==> src/rtl/sha256_msg_padder.sv <==
// SHA-256 packer/padder: bytes in, big-endian words out with 0x80/zero/bit-length padding; in_abort via `define MP_ABORT_EN.
// Latency: one cycle from a filled accumulator (or pad/length step) to out_valid.
// Backpressure: a stalled output word holds everything and drops in_ready; input beats are never consumed without room.
module sha256_msg_padder #(
  parameter int IN_BYTES  = 1,
  parameter int CNT_WIDTH = 61
) (
  input  logic                      clk,
  input  logic                      rst_n,
  input  logic [8*IN_BYTES-1:0]     in_data,
  input  logic                      in_valid,
  input  logic                      in_last,
  input  logic [$clog2(IN_BYTES):0] in_nbytes,
`ifdef MP_ABORT_EN
  input  logic                      in_abort,
`endif
  output logic                      in_ready,
  output logic [31:0]               out_word,
  output logic                      out_valid,
  input  logic                      out_ready,
  output logic [3:0]                out_idx,
  output logic                      out_first,
  output logic                      out_blk_end,
  output logic                      out_msg_end
);

  if (IN_BYTES != 1 && IN_BYTES != 2 && IN_BYTES != 4) begin : g_bad_in_bytes
    $error("sha256_msg_padder: IN_BYTES must be 1, 2 or 4");
  end

  localparam logic [2:0] IDLE  = 3'd0;
  localparam logic [2:0] DATA  = 3'd1;
  localparam logic [2:0] PAD80 = 3'd2;
  localparam logic [2:0] ZERO  = 3'd3;
  localparam logic [2:0] LENHI = 3'd4;
  localparam logic [2:0] LENLO = 3'd5;

  logic [2:0]           state;
  logic [31:0]          acc;
  logic [1:0]           off;
  logic [CNT_WIDTH-1:0] cnt;
  logic [3:0]           widx;
  logic                 first_blk;

  logic                 can_load;
  logic                 in_fire;
  logic [2:0]           nb_eff;
  logic [2:0]           off_fill;
  logic [31:0]          acc_fill;
  logic [31:0]          pad_word;
  logic [63:0]          bitlen;
  logic                 ld;
  logic [31:0]          ld_word;
  logic                 ld_msg_end;

  assign can_load = !out_valid || out_ready;
  assign in_ready = rst_n && (state == IDLE || state == DATA) && can_load;
  assign in_fire  = in_valid && in_ready;
  assign nb_eff   = in_last ? 3'(in_nbytes) : 3'(IN_BYTES);
  assign off_fill = {1'b0, off} + nb_eff;
  assign pad_word = acc | (32'h8000_0000 >> {off, 3'b000});
  assign bitlen   = 64'(cnt) << 3;

  // Beats never straddle words, so valid bytes always land inside the current word.
  always_comb begin
    acc_fill = acc;
    for (int i = 0; i < IN_BYTES; i++) begin
      if (i < int'(nb_eff) && int'(off) + i < 4)
        acc_fill[8*(3-int'(off)-i) +: 8] = in_data[8*(IN_BYTES-1-i) +: 8];
    end
  end

  always_comb begin
    ld         = 1'b0;
    ld_word    = 32'h0;
    ld_msg_end = 1'b0;
    case (state)
      IDLE, DATA: begin
        ld      = in_fire && (off_fill == 3'd4);
        ld_word = acc_fill;
      end
      PAD80: begin
        ld      = can_load;
        ld_word = pad_word;
      end
      ZERO:  ld = can_load;
      LENHI: begin
        ld      = can_load;
        ld_word = bitlen[63:32];
      end
      LENLO: begin
        ld         = can_load;
        ld_word    = bitlen[31:0];
        ld_msg_end = 1'b1;
      end
      default: ld = 1'b0;
    endcase
  end

  always_ff @(posedge clk) begin
    if (!rst_n) begin
      state       <= IDLE;
      acc         <= 32'h0;
      off         <= 2'd0;
      cnt         <= '0;
      widx        <= 4'd0;
      first_blk   <= 1'b1;
      out_valid   <= 1'b0;
      out_word    <= 32'h0;
      out_idx     <= 4'd0;
      out_first   <= 1'b0;
      out_blk_end <= 1'b0;
      out_msg_end <= 1'b0;
    end
`ifdef MP_ABORT_EN
    else if (in_abort) begin
      state     <= IDLE;
      acc       <= 32'h0;
      off       <= 2'd0;
      cnt       <= '0;
      widx      <= 4'd0;
      first_blk <= 1'b1;
      out_valid <= 1'b0;
    end
`endif
    else begin
      if (ld) begin
        out_valid   <= 1'b1;
        out_word    <= ld_word;
        out_idx     <= widx;
        out_first   <= first_blk;
        out_blk_end <= (widx == 4'd15);
        out_msg_end <= ld_msg_end;
        widx        <= widx + 4'd1;
        if (widx == 4'd15) first_blk <= 1'b0;
      end else if (out_ready) begin
        out_valid <= 1'b0;
      end

      case (state)
        IDLE, DATA: begin
          if (in_fire) begin
            cnt   <= cnt + CNT_WIDTH'(nb_eff);
            state <= in_last ? PAD80 : DATA;
            if (off_fill == 3'd4) begin
              acc <= 32'h0;
              off <= 2'd0;
            end else begin
              acc <= acc_fill;
              off <= off_fill[1:0];
            end
          end
        end
        PAD80: begin
          if (can_load) begin
            acc   <= 32'h0;
            off   <= 2'd0;
            state <= (widx == 4'd13) ? LENHI : ZERO;
          end
        end
        // Leaves ZERO once index 14 is the next to load, possibly in a following block.
        ZERO: begin
          if (can_load && widx == 4'd13) state <= LENHI;
        end
        LENHI: begin
          if (can_load) state <= LENLO;
        end
        LENLO: begin
          if (can_load) begin
            state     <= IDLE;
            cnt       <= '0;
            first_blk <= 1'b1;
          end
        end
        default: state <= IDLE;
      endcase
    end
  end

endmodule
==> config.mk <==
export PLATFORM = sky130hd
export DESIGN_NAME = sha256_msg_padder
export DESIGN_NICKNAME = d
export VERILOG_FILES = /design/src/rtl/sha256_msg_padder.sv
export SDC_FILE = /design/constraint.sdc
export NUM_CORES = 1
export LEC_CHECK = 0
export BUFFER_PORTS_ARGS = -buffer_cell sky130_fd_sc_hd__buf_2
export CAP_MARGIN = 30
export CORE_ASPECT_RATIO = 1.5
export CORE_MARGIN = 2
export CORE_UTILIZATION = 40
export DETAILED_ROUTE_END_ITERATION = 16
export GPL_ROUTABILITY_DRIVEN = 0
export PLACE_DENSITY = 0.61
export SYNTH_ARGS = -nofsm -noshare
export SYNTH_HDL_FRONTEND = slang
export SYNTH_SLANG_ARGS = --single-unit
==> constraint.sdc <==
create_clock -name clk -period 6.2 [get_ports clk]
set_input_delay 1.55 -clock clk [delete_from_list [all_inputs] [get_ports clk]]
set_output_delay 1.55 -clock clk [all_outputs]
set_load 0.02 [all_outputs]
==> qor.yml <==
global_route:
  top_usage_layer: "met2"
  use_met1: 0.266
  grt_pass1_vias: 6217
  grt_pass1_wl_mm: 33.6
  antenna_found_initial: 0
  grt_max_degree: 60
  gr-total-overflow: 0
  grt_use_met3: 0.0350
  track_usage: 0.220
  met2_usage: 0.378
worst_hold_path:
  hold_start: "out_word[26]"
  min_to: "out_word[26]"
  hold_class: "reg2reg"
  holdPathStages: 1
yosys:
  ys_ff_latch: 143
  syn_inst: 805
  synth_flop_cell: "dfxtp_1"
  synth_cell_type_count: 64
  synth_top_area_frac: 0.392
  synth.net_count: 833
  synth_seq_area_share: 0.392
  avgSynthCellArea_um2: 9.07
  synth_largest_area_cell: "dfxtp_1"
  synthArstFlopShare: 0
  synth_warnings: 0
  netlist_top_cells_area: "dfxtp_1, o2bb2ai_1, a22o_1, a22oi_1, nor2b_1"
  syn_area_mm2: 0.00730
  synth_edf_count: 0
layout:
  postLayoutCellArea_mm2: 0.00827
  area_growth_pct: 13.2
  drive_gt1_frac: 0.167
  final_cell_mix: "dfxtp_1, buf_2, a21oi_1, nor2b_1, nand2_1"
  n_fill_cell: 1755
  layout.nets: 857
  seq_area_mm2: 0.00286
  final_common_cell: "dfxtp_1"
  multiInputGateArea_mm2: 0.00416
  diodes: 0
worst_setup_path:
  cp-start-kind: "input pin"
  path_class: "in2reg"
  cp_slowest_stage_delay_ps: 480
  worstSetupEndpointType: "register"
  critPathSlowestCell: "nor3b_1"
  reg2reg_depth: 7
  r2r_end: "cnt[45]"
  regToRegSetupSlack_ps: 3110
  critical_path_arrival_ps: 4340
  worstPathMaxFanout: 32
  path_cells: "buf_2 -> nand2b_1 -> ha_1 -> ha_1 -> nor3b_1 -> a311oi_1 -> nor2_2 -> nor2b_2 -> buf_4 -> o2bb2ai_1"
  r2r-start: "state[0]"
  cp_common_cell: "ha_1"
  critical_path_required_ps: 6490
timing:
  fin_crit_ps: 4050
  setup_viol: 0
  timing.fmax_mhz: 247
  rsz0062_at_grt: "no"
  slew_viol_final: 0
  fin_skew_ps: 10.5
  tns_ps: 0
  slew_headroom: 0.432
  tightest_slew_ps: 847
  hold_violations: 0
  fin_crit_sh: 0.653
floorplan:
  die_w_um: 114
  fp-row-count: 60
  core_mm2: 0.0179
  start_util: 0.407
  ioPinCount: 55
  die_area_mm2: 0.0194
  dieHeight_um: 170
route:
  route.detailed.drc: 0
  wirelength_mm: 20.8
  ant_nets: 0
  dr.pass1.iters: 8
  wl_per_cell_um: 19.6
  vias: 6505
  viasPerCell: 6.14
  first_iter_violations: 465
cts:
  clk_pin_slew_worst_paths_ps: 70
  cts_buffer_depth: 2
  insertion_delay_ps: 420
  cts_resized: 0
  cts-buffers-inserted: 17
  postCtsHoldBufs: 0
  cts_setup_buffers: 0
  cts_htree_levels: 4
  cts.sinks: 143
  cts_tree: "built"
  clockRootBuffer: "clkbuf_16"
placement:
  placed_area_mm2: 0.00770
  dp_hpwl_mm: 14.3
  numPortBuffers: 54
power:
  p_int_mw: 1.54
  p_comb_frac: 0.068
  swShare: 0.258
  ir_drop_v: 0.000167
  leakage_nw: 2.91
  power.density_mw_per_mm2: 251
  seq_power_share: 0.452
  p_sw_mw: 0.537
  power_frac_clock: 0.481
flow_run:
  maxCapViolCount: 0
status:
  status: "complete, no violations"
worst max path at each step:
stage / from / slack, ps / to
finish: in_nbytes / 2150 / out_word[13]
global route: in_nbytes / 1950 / out_word[13]
CTS: in_nbytes / 2140 / out_word[13]
detailed placement: in_nbytes / 1710 / out_word[13]
global placement: in_nbytes / 1780 / out_word[13]
floorplan: rst_n / 2210 / in_ready
cell type report:
class	count	share of cell area
multi-input combinational	591	0.503
inverter	9	0.00408
timing repair buffer	67	0.0445
tap	217	0.0328
sequential	143	0.346
clock inverter	14	0.0160
clock buffer	18	0.0531
cells by family after synthesis:
kind of cell | Yosys count | synth area share
fa+ha+maj | 14 | 0.0240
xor+xnor | 25 | 0.0300
mux | 31 | 0.0462
buf+inv | 71 | 0.0408
simple gates | 280 | 0.225
flops | 143 | 0.392
compound gates | 241 | 0.242
synth_stat cells (all sizes together), types with 19 or more instances:
master and instances:
a22o 31, nand3 28, a222oi 25, a21oi 47, o21ai 29, a22oi 36, mux2 22, nor2 41
o2bb2ai 32, dfxtp 143, xor2 20, nand2 41, or3 19, nor2b 42, clkbuf 39, nand4 24
buf 23
power by group through the flow:
stage               sequential [mW]  combinational, mW  clock, mW
floorplan                     0.954              0.100          0
global placement              0.959              0.140          0
detailed placement            0.960              0.140          0
CTS                           0.939              0.140       1.01
global route                  0.940              0.153       1.05
finish                        0.939              0.140       1.00
state kept, by name (all words and copies together) (netlist names):
| name | flops |
|---|---|
| out_word | 32 |
| out_valid | 1 |
| out_msg_end | 1 |
| out_idx | 4 |
| cnt | 61 |
| first_blk | 1 |
| off | 2 |
| out_blk_end | 1 |
| acc | 32 |
| out_first | 1 |
| state | 3 |
| widx | 4 |
through the flow:
step           power [mW]  worst slack, ps  hold slack, ps   util  instances
2_1_floorplan        1.05             2210             426      -        805
3_3_place_gp         1.10             1780             440  0.429       1027
3_5_place_dp         1.10             1710             441  0.429       1027
4_1_cts              2.09             2140             463  0.461       1059
5_1_grt              2.14             1950             478  0.461       1059
6_report             2.08             2150             459  0.461       1059
routing by layer:
metal	routed length, um	share of wire
met2	10300	0.50
met4	770	0.037
met5	0	0
met1	8660	0.42
met3	994	0.048
worst max-delay path, delay by kind of cell:
| kind | cells | cell delay, ps |
|---|---|---|
| AND/OR/NAND/NOR | 4 | 1330 |
| AO/OA/AOI/OAI | 2 | 500 |
| adder cells (fa/ha/maj) | 2 | 560 |
| buffers and inverters | 2 | 350 |
No activity file was read; power rests on OpenSTA's default activity.
